--- src/rtl/mem_bus_arbiter.sv ---
// Arbiter sharing one ack-handshaked memory between the CPU fetch (I) and load/store (D) ports.
// Optional BUSY watchdog is enabled by defining ARB_TIMEOUT_EN.
module mem_bus_arbiter #(
    parameter int D_BURST_MAX    = 4,
    parameter int TIMEOUT_CYCLES = 255
) (
    input  logic        clk,
    input  logic        rst,
    input  logic        iport_req_i,
    input  logic [31:0] iport_addr_i,
    output logic [31:0] iport_rdata_o,
    output logic        iport_ack_o,
    input  logic        dport_req_i,
    input  logic        dport_we_i,
    input  logic [3:0]  dport_sel_i,
    input  logic [31:0] dport_addr_i,
    input  logic [31:0] dport_wdata_i,
    output logic [31:0] dport_rdata_o,
    output logic        dport_ack_o,
    output logic        stallreq_o,
    output logic        err_o,
    output logic        mem_cyc_o,
    output logic        mem_stb_o,
    output logic        mem_we_o,
    output logic [3:0]  mem_sel_o,
    output logic [31:0] mem_addr_o,
    output logic [31:0] mem_wdata_o,
    input  logic [31:0] mem_rdata_i,
    input  logic        mem_ack_i
);

    typedef enum logic [1:0] {S_IDLE, S_BUSY, S_DONE} state_t;

    state_t      r_state, w_state_nxt;
    logic        r_owner_d;
    logic [2:0]  r_burst_cnt;
    logic        w_grant_d, w_grant_i, w_tmo;
    logic        w_burst_full;

    assign w_burst_full = (r_burst_cnt == 3'(D_BURST_MAX));

`ifdef ARB_TIMEOUT_EN
    logic [7:0] r_wait;
    assign w_tmo = (r_state == S_BUSY) && (r_wait == 8'(TIMEOUT_CYCLES - 1));

    always_ff @(posedge clk) begin
        if (rst || r_state != S_BUSY) r_wait <= 8'd0;
        else                          r_wait <= r_wait + 8'd1;
    end
`else
    assign w_tmo = 1'b0;
`endif

    always_ff @(posedge clk) begin
        if (rst) r_state <= S_IDLE;
        else     r_state <= w_state_nxt;
    end

    always_comb begin
        w_state_nxt = r_state;
        w_grant_d   = 1'b0;
        w_grant_i   = 1'b0;
        case (r_state)
            S_IDLE: begin
                // D normally wins, but a full burst counter hands the slot to a waiting I
                if (dport_req_i && !(iport_req_i && w_burst_full)) w_grant_d = 1'b1;
                else if (iport_req_i)                             w_grant_i = 1'b1;
                if (w_grant_d || w_grant_i) w_state_nxt = S_BUSY;
            end
            S_BUSY:  if (mem_ack_i || w_tmo) w_state_nxt = S_DONE;
            S_DONE:  w_state_nxt = S_IDLE;
            default: w_state_nxt = S_IDLE;
        endcase
    end

    always_ff @(posedge clk) begin
        if (rst) begin
            r_owner_d     <= 1'b0;
            r_burst_cnt   <= 3'd0;
            mem_cyc_o     <= 1'b0;
            mem_stb_o     <= 1'b0;
            mem_we_o      <= 1'b0;
            mem_sel_o     <= 4'h0;
            mem_addr_o    <= 32'h0;
            mem_wdata_o   <= 32'h0;
            iport_ack_o   <= 1'b0;
            dport_ack_o   <= 1'b0;
            iport_rdata_o <= 32'h0;
            dport_rdata_o <= 32'h0;
            err_o         <= 1'b0;
        end else begin
            case (r_state)
                S_IDLE: begin
                    if (w_grant_d) begin
                        r_owner_d   <= 1'b1;
                        mem_cyc_o   <= 1'b1;
                        mem_stb_o   <= 1'b1;
                        mem_we_o    <= dport_we_i;
                        mem_sel_o   <= dport_sel_i;
                        mem_addr_o  <= dport_addr_i;
                        mem_wdata_o <= dport_wdata_i;
                    end else if (w_grant_i) begin
                        r_owner_d   <= 1'b0;
                        mem_cyc_o   <= 1'b1;
                        mem_stb_o   <= 1'b1;
                        mem_we_o    <= 1'b0;
                        mem_sel_o   <= 4'hF;
                        mem_addr_o  <= iport_addr_i;
                        mem_wdata_o <= 32'h0;
                    end
                    if (!iport_req_i || w_grant_i)
                        r_burst_cnt <= 3'd0;
                    else if (w_grant_d && r_burst_cnt != 3'd7)
                        r_burst_cnt <= r_burst_cnt + 3'd1;
                end
                S_BUSY: begin
                    if (mem_ack_i || w_tmo) begin
                        mem_cyc_o <= 1'b0;
                        mem_stb_o <= 1'b0;
                        mem_we_o  <= 1'b0;
                        mem_sel_o <= 4'h0;
                        err_o     <= !mem_ack_i;
                        if (r_owner_d) begin
                            dport_ack_o   <= 1'b1;
                            dport_rdata_o <= mem_ack_i ? mem_rdata_i : 32'h0;
                        end else begin
                            iport_ack_o   <= 1'b1;
                            iport_rdata_o <= mem_ack_i ? mem_rdata_i : 32'h0;
                        end
                    end
                end
                S_DONE: begin
                    iport_ack_o <= 1'b0;
                    dport_ack_o <= 1'b0;
                    err_o       <= 1'b0;
                end
                default: ;
            endcase
        end
    end

    assign stallreq_o = !rst && ((iport_req_i && !iport_ack_o) || (dport_req_i && !dport_ack_o));

endmodule

--- config.mk ---
export PLATFORM = sky130hd
export DESIGN_NAME = mem_bus_arbiter
export DESIGN_NICKNAME = d
export VERILOG_FILES = /design/src/rtl/mem_bus_arbiter.sv
export SDC_FILE = /design/constraint.sdc
export NUM_CORES = 1
export LEC_CHECK = 0
export ABC_CLOCK_PERIOD_IN_PS = 2090
export BUFFER_PORTS_ARGS = -buffer_cell sky130_fd_sc_hd__buf_2
export CORE_AREA = 3 3 116 118
export DETAILED_ROUTE_END_ITERATION = 10
export DIE_AREA = 0 0 119 121
export PLACE_DENSITY = 0.79
export SETUP_SLACK_MARGIN = 0.05
export SYNTH_ARGS = -nofsm -noshare
export SYNTH_HDL_FRONTEND = slang
export SYNTH_SLANG_ARGS = --single-unit
--- constraint.sdc ---
create_clock -name clk -period 2.09 [get_ports clk]
set_clock_uncertainty 0.1 [all_clocks]
set_input_delay 0.627 -clock clk [delete_from_list [all_inputs] [get_ports clk]]
set_output_delay 0.627 -clock clk [all_outputs]
set_load 0.03 [all_outputs]
### After elaboration in Yosys (flattened, before gate mapping)

Index checks and enable logic that the tools add are counted.

| storage, ports and cells | value |
|---|---|
| input port bits | 138 |
| flip-flop bits (word level) | 143 |
| output and inout bits | 139 |

| operators by class | value |
|---|---|
| eq/ne operators | 9 |
| mux-type cells | 36 |
| bitwise logic cells | 1 |
| $add $sub $neg | 1 |
| reductions and logical operators | 29 |

Operators with widths:

| operator | number |
|---|---|
| $mux 32 | 4 |
| $mux 1 | 18 |
| $reduce_and 3->1 | 5 |
| $mux 4 | 3 |
| $pmux 1 s2 | 5 |
| $ne 2x2->1 const B | 4 |
| $pmux 4 s2 | 1 |
| $reduce_and 2->1 | 4 |
| $reduce_bool 2->1 | 4 |
| $logic_and 1x1->1 | 6 |
| $logic_not 1->1 | 6 |
| $mux 3 | 2 |
| $ne 3x3->1 const B | 2 |
| $mux 2 | 2 |
| $pmux 2 s2 | 1 |
| $add 3x1->3 const B | 1 |
| $eq 3x3->1 const B | 1 |
| $logic_or 1x1->1 | 3 |
| $eq 2x1->1 const B | 1 |
| $eq 2x2->1 const B | 1 |
| $logic_not 2->1 | 1 |
| $not 1->1 | 1 |

### Longest topological paths before layout

| depth | value |
|---|---|
| depth in word-level cells | 10 |
| mapped depth | 7 |
| gate-level depth less buffers | 5 |

### Worst setup path after synthesis

No wires, ideal clock.

| path | value |
|---|---|
| path type | input to output |
| start | input port rst |
| end | output port stallreq_o |
| data arrival time | 1.489 ns |
| path slack | -0.126 ns |
| path buffers | 2 |
| cell stages on the path | 3 |
| cell sequence | clkbuf_1 -> clkbuf_1 -> a21oi_1 |

| between the ends | value |
|---|---|
| cells in the longest elaborated chain, start to end | 2 |

RTL lines:

| what | line | source |
|---|---|---|
| start: declaration | 8 | `input logic rst,` |
| $logic_not 1->1 | 142 | `assign stallreq_o = !rst && ((iport_req_i && !iport_ack_o) \|\| (dport_req_i && !dport_ack_o));` |
| $logic_and 1x1->1 | 142 |  |
| end: declaration | 20 | `output logic stallreq_o,` |

Every way passes these cells.

### Final worst setup path

| path | value |
|---|---|
| start | register iport_ack_o |
| end | output port stallreq_o |

| between the ends | value |
|---|---|
| cells in the longest elaborated chain, start to end | 4 |

RTL lines:

| what | line | source |
|---|---|---|
| start: declaration | 12 | `output logic iport_ack_o,` |
| start signal: assignment | 86 | `iport_ack_o <= 1'b0;` |
| start signal: assignment | 127 | `iport_ack_o <= 1'b1;` |
| start signal: assignment | 133 | `iport_ack_o <= 1'b0;` |
| $logic_not 1->1 | 142 |  |
| $logic_and 1x1->1 | 142 |  |
| $logic_or 1x1->1 | 142 |  |
| $logic_and 1x1->1 | 142 |  |

Every way passes these cells.

==> metrics <==
fmax 503 MHz; WHS 0.350 ns; Lkg Pwr 3.48 nW; # diodes 0; TritonCTS buffer count 17; Routed WL 17500 µm; sequential share of the synthesized area 50.2%; Worst R2R End mem_sel_o[0]; Remaining Overflow, GRT 0; status finished clean; Layout area overhead 36.9%; Cells after Synth 697; layout cells sized above 1 35.1%; Cells on Worst Hold Path 2; # port buffers 276; DIE AREA 0.0144 mm²; R2R Setup Slk 0.26 ns; largest net degree at the start of global routing 114; Synth area leader dfxtp_1; Vias 5997; Final Wtd Congestion 0.833; mean post-synth cell area 8.19 µm²; fin crit share 95.2%; hold wc startpoint iport_rdata_o[16]; WHS Endpoint iport_rdata_o[16]; io pins 277; final setup fails 0; Worst Path Max Fanout 4; H-tree levels 4; critical path's largest stage delay 0.34 ns; Synth top area share 50.2%; CP Capture Type output port; Primary FF master, synth dfxtp_1; Yosys cell types 38; Non-Filler Instances 1124; Pre-Repair DR Iteration Count 4; Placed Cells 1092; clock-pin slew on the worst setup and hold paths 0.06 ns; max-cap violations 0; worst path cell trace or2b_1 -> a21oi_2 -> buf_6; clock sink total 143; top post-synthesis cells by area dfxtp_1 50%, a21oi_1 12%, nand2_1 9.1%; DP HPWL 11900 µm; buffer and inverter count on the worst path 1; Post-DRT Antenna Nets 0; Rel. slew slack 57.2%; Starting Density 45.4%; Worst setup SP type flip-flop; hold buffer count at cts 0; hold crit path type flip-flop to flip-flop; asr flop ratio synth 0%; die height 121 µm; Final min period 1.99 ns; slowest cell on the critical path dfxtp_2; Site Rows 41; CP required 1.36 ns; CP Data Arrival Time 1.26 ns; length in cells of the worst reg-to-reg path 3; initial antenna violation count 0; Synth top cells by count 143 x dfxtp_1, 138 x nand2_1, 135 x a21oi_1; vias in the first global route 5525; Vias/cell 5.34; PD cells 942 mW/mm²; CTS root buffer clkbuf_16; Hold Vio Cnt, Final 0; class of the most critical setup path flip-flop to output port; clk_lat worst skew 0.40 ns; Synth Warn # 0; Synth Register Bits 143; worst setup margin 0.100 ns; Post-synth EDFFs 0; CTS tree built; Max VDD drop 524 µV; CORE AREA 0.0126 mm²; setup bufs post-CTS 0; Net count, final 1080; net count after synthesis 838; Setup WS pre-CTS -0.147 ns; global-route wire length before repair 27500 µm; Iteration-0 DRC Markers 397; cell family with most CP delay flip-flops; DRC 0; max-slew violations 0; count leader, synth dfxtp_1; clk buf depth 2; RSZ-0062 raised after global routing yes; Die Span X 119 µm; gr usage total 23.4%; worst r2r src r_state[0]; wire per inst 15.6 µm; Worst Tran Pin Value 0.641 ns; mapped cell area 0.00571 mm²
sequential cells by signal, indices dropped and copies added, names as in the netlist:
signal and cells:
r_state 2, mem_addr_o 32, dport_ack_o 1, mem_wdata_o 32, iport_rdata_o 32, dport_rdata_o 32, r_owner_d 1, iport_ack_o 1
mem_stb_o 1, mem_we_o 1, mem_sel_o 4, r_burst_cnt 3, err_o 1
placed cells by master, fill, tap and decap left out, types with 2 or more instances in the layout:
cell       count
buf_2        274
nor2_2         3
a21oi_1      134
o21ai_1       20
dfxtp_1      142
o21ai_0       47
clkbuf_1       2
ha_1           3
clkbuf_16     17
buf_4         10
inv_1          9
buf_12         9
bufinv_16      4
nand4_1        2
nand2_1      138
a221oi_1       4
a311oi_1      32
o31ai_1        2
clkinv_2       6
nor2_1         2
nand3_1       66
logic make-up (layout without fill, tap and decap cells):
group | count (synthesis) | after routing | synth area share [%]
buffers and inverters | 80 | 335 | 7.08
and+or+nand+nor | 227 | 227 | 18.0
adders and majority gates | 3 | 3 | 0.658
DFF | 143 | 143 | 50.2
AOI/OAI and AO/OA | 244 | 244 | 24.1
how the worst max path moves through the flow:
stage | startpoint | cells after the start | endpoint | slack [ns]
3_5_place_dp | iport_req_i | 5 | mem_sel_o[0] | -0.15
5_1_grt | iport_ack_o | 3 | stallreq_o | 0.02
4_1_cts | iport_ack_o | 3 | stallreq_o | 0.06
3_3_place_gp | iport_req_i | 5 | mem_sel_o[3] | -0.06
2_1_floorplan | rst | 3 | stallreq_o | 0.05
6_report | iport_ack_o | 3 | stallreq_o | 0.10
what timing repair did:
| action | 4_1_cts | 5_1_grt |
|---|---|---|
| cloned | 0 | 0 |
| resized for setup | 2 | 1 |
| setup endpoints to repair | 1 | 1 |
final cells by class:
| cell class | instances | area, µm² |
|---|---|---|
| fillers | 1170 | 4750 |
| flip-flops and latches | 143 | 2860 |
| multi-input cells | 474 | 2450 |
| repair buffers | 294 | 1640 |
| clock buffers | 20 | 447 |
| well taps | 172 | 215 |
| clock inverters | 12 | 166 |
| inverters | 9 | 33.8 |
per-stage QoR:
stage / setup TNS [ns] / util (%) / instance area (µm²) / power (mW)
finish: 0 / 62.2 / 7820 / 7.36
global route: 0 / 62.2 / 7820 / 7.68
CTS: 0 / 62.2 / 7810 / 7.43
detailed placement: -0.363 / 57.3 / 7200 / 4.30
global placement: -0.215 / 57.3 / 7200 / 4.28
floorplan: 0 / - / 5710 / 3.86
where the power goes:
part	internal, mW	switching (mW)	total, mW
clock network	2.02	1.10	3.12
registers	2.90	0.0923	2.99
logic	0.423	0.830	1.25
total	5.34	2.02	7.36
worst register-to-register path, delay by kind of cell (launching register included):
family           cells  cell delay (ns)
AO/OA/AOI/OAI        1             0.34
flip-flops           1             0.63
AND/OR/NAND/NOR      2             0.66
routing by layer:
metal | vias up | GRT usage (%) | share of wire (%)
li1 | 2935 | - | -
met1 | 2742 | 29.8 | 41
met2 | 278 | 37.1 | 48
met5 | - | 0 | 0
met3 | 42 | 6.20 | 7.5
met4 | 0 | 11.1 | 3.1
Power figures use the tool's default switching activity.
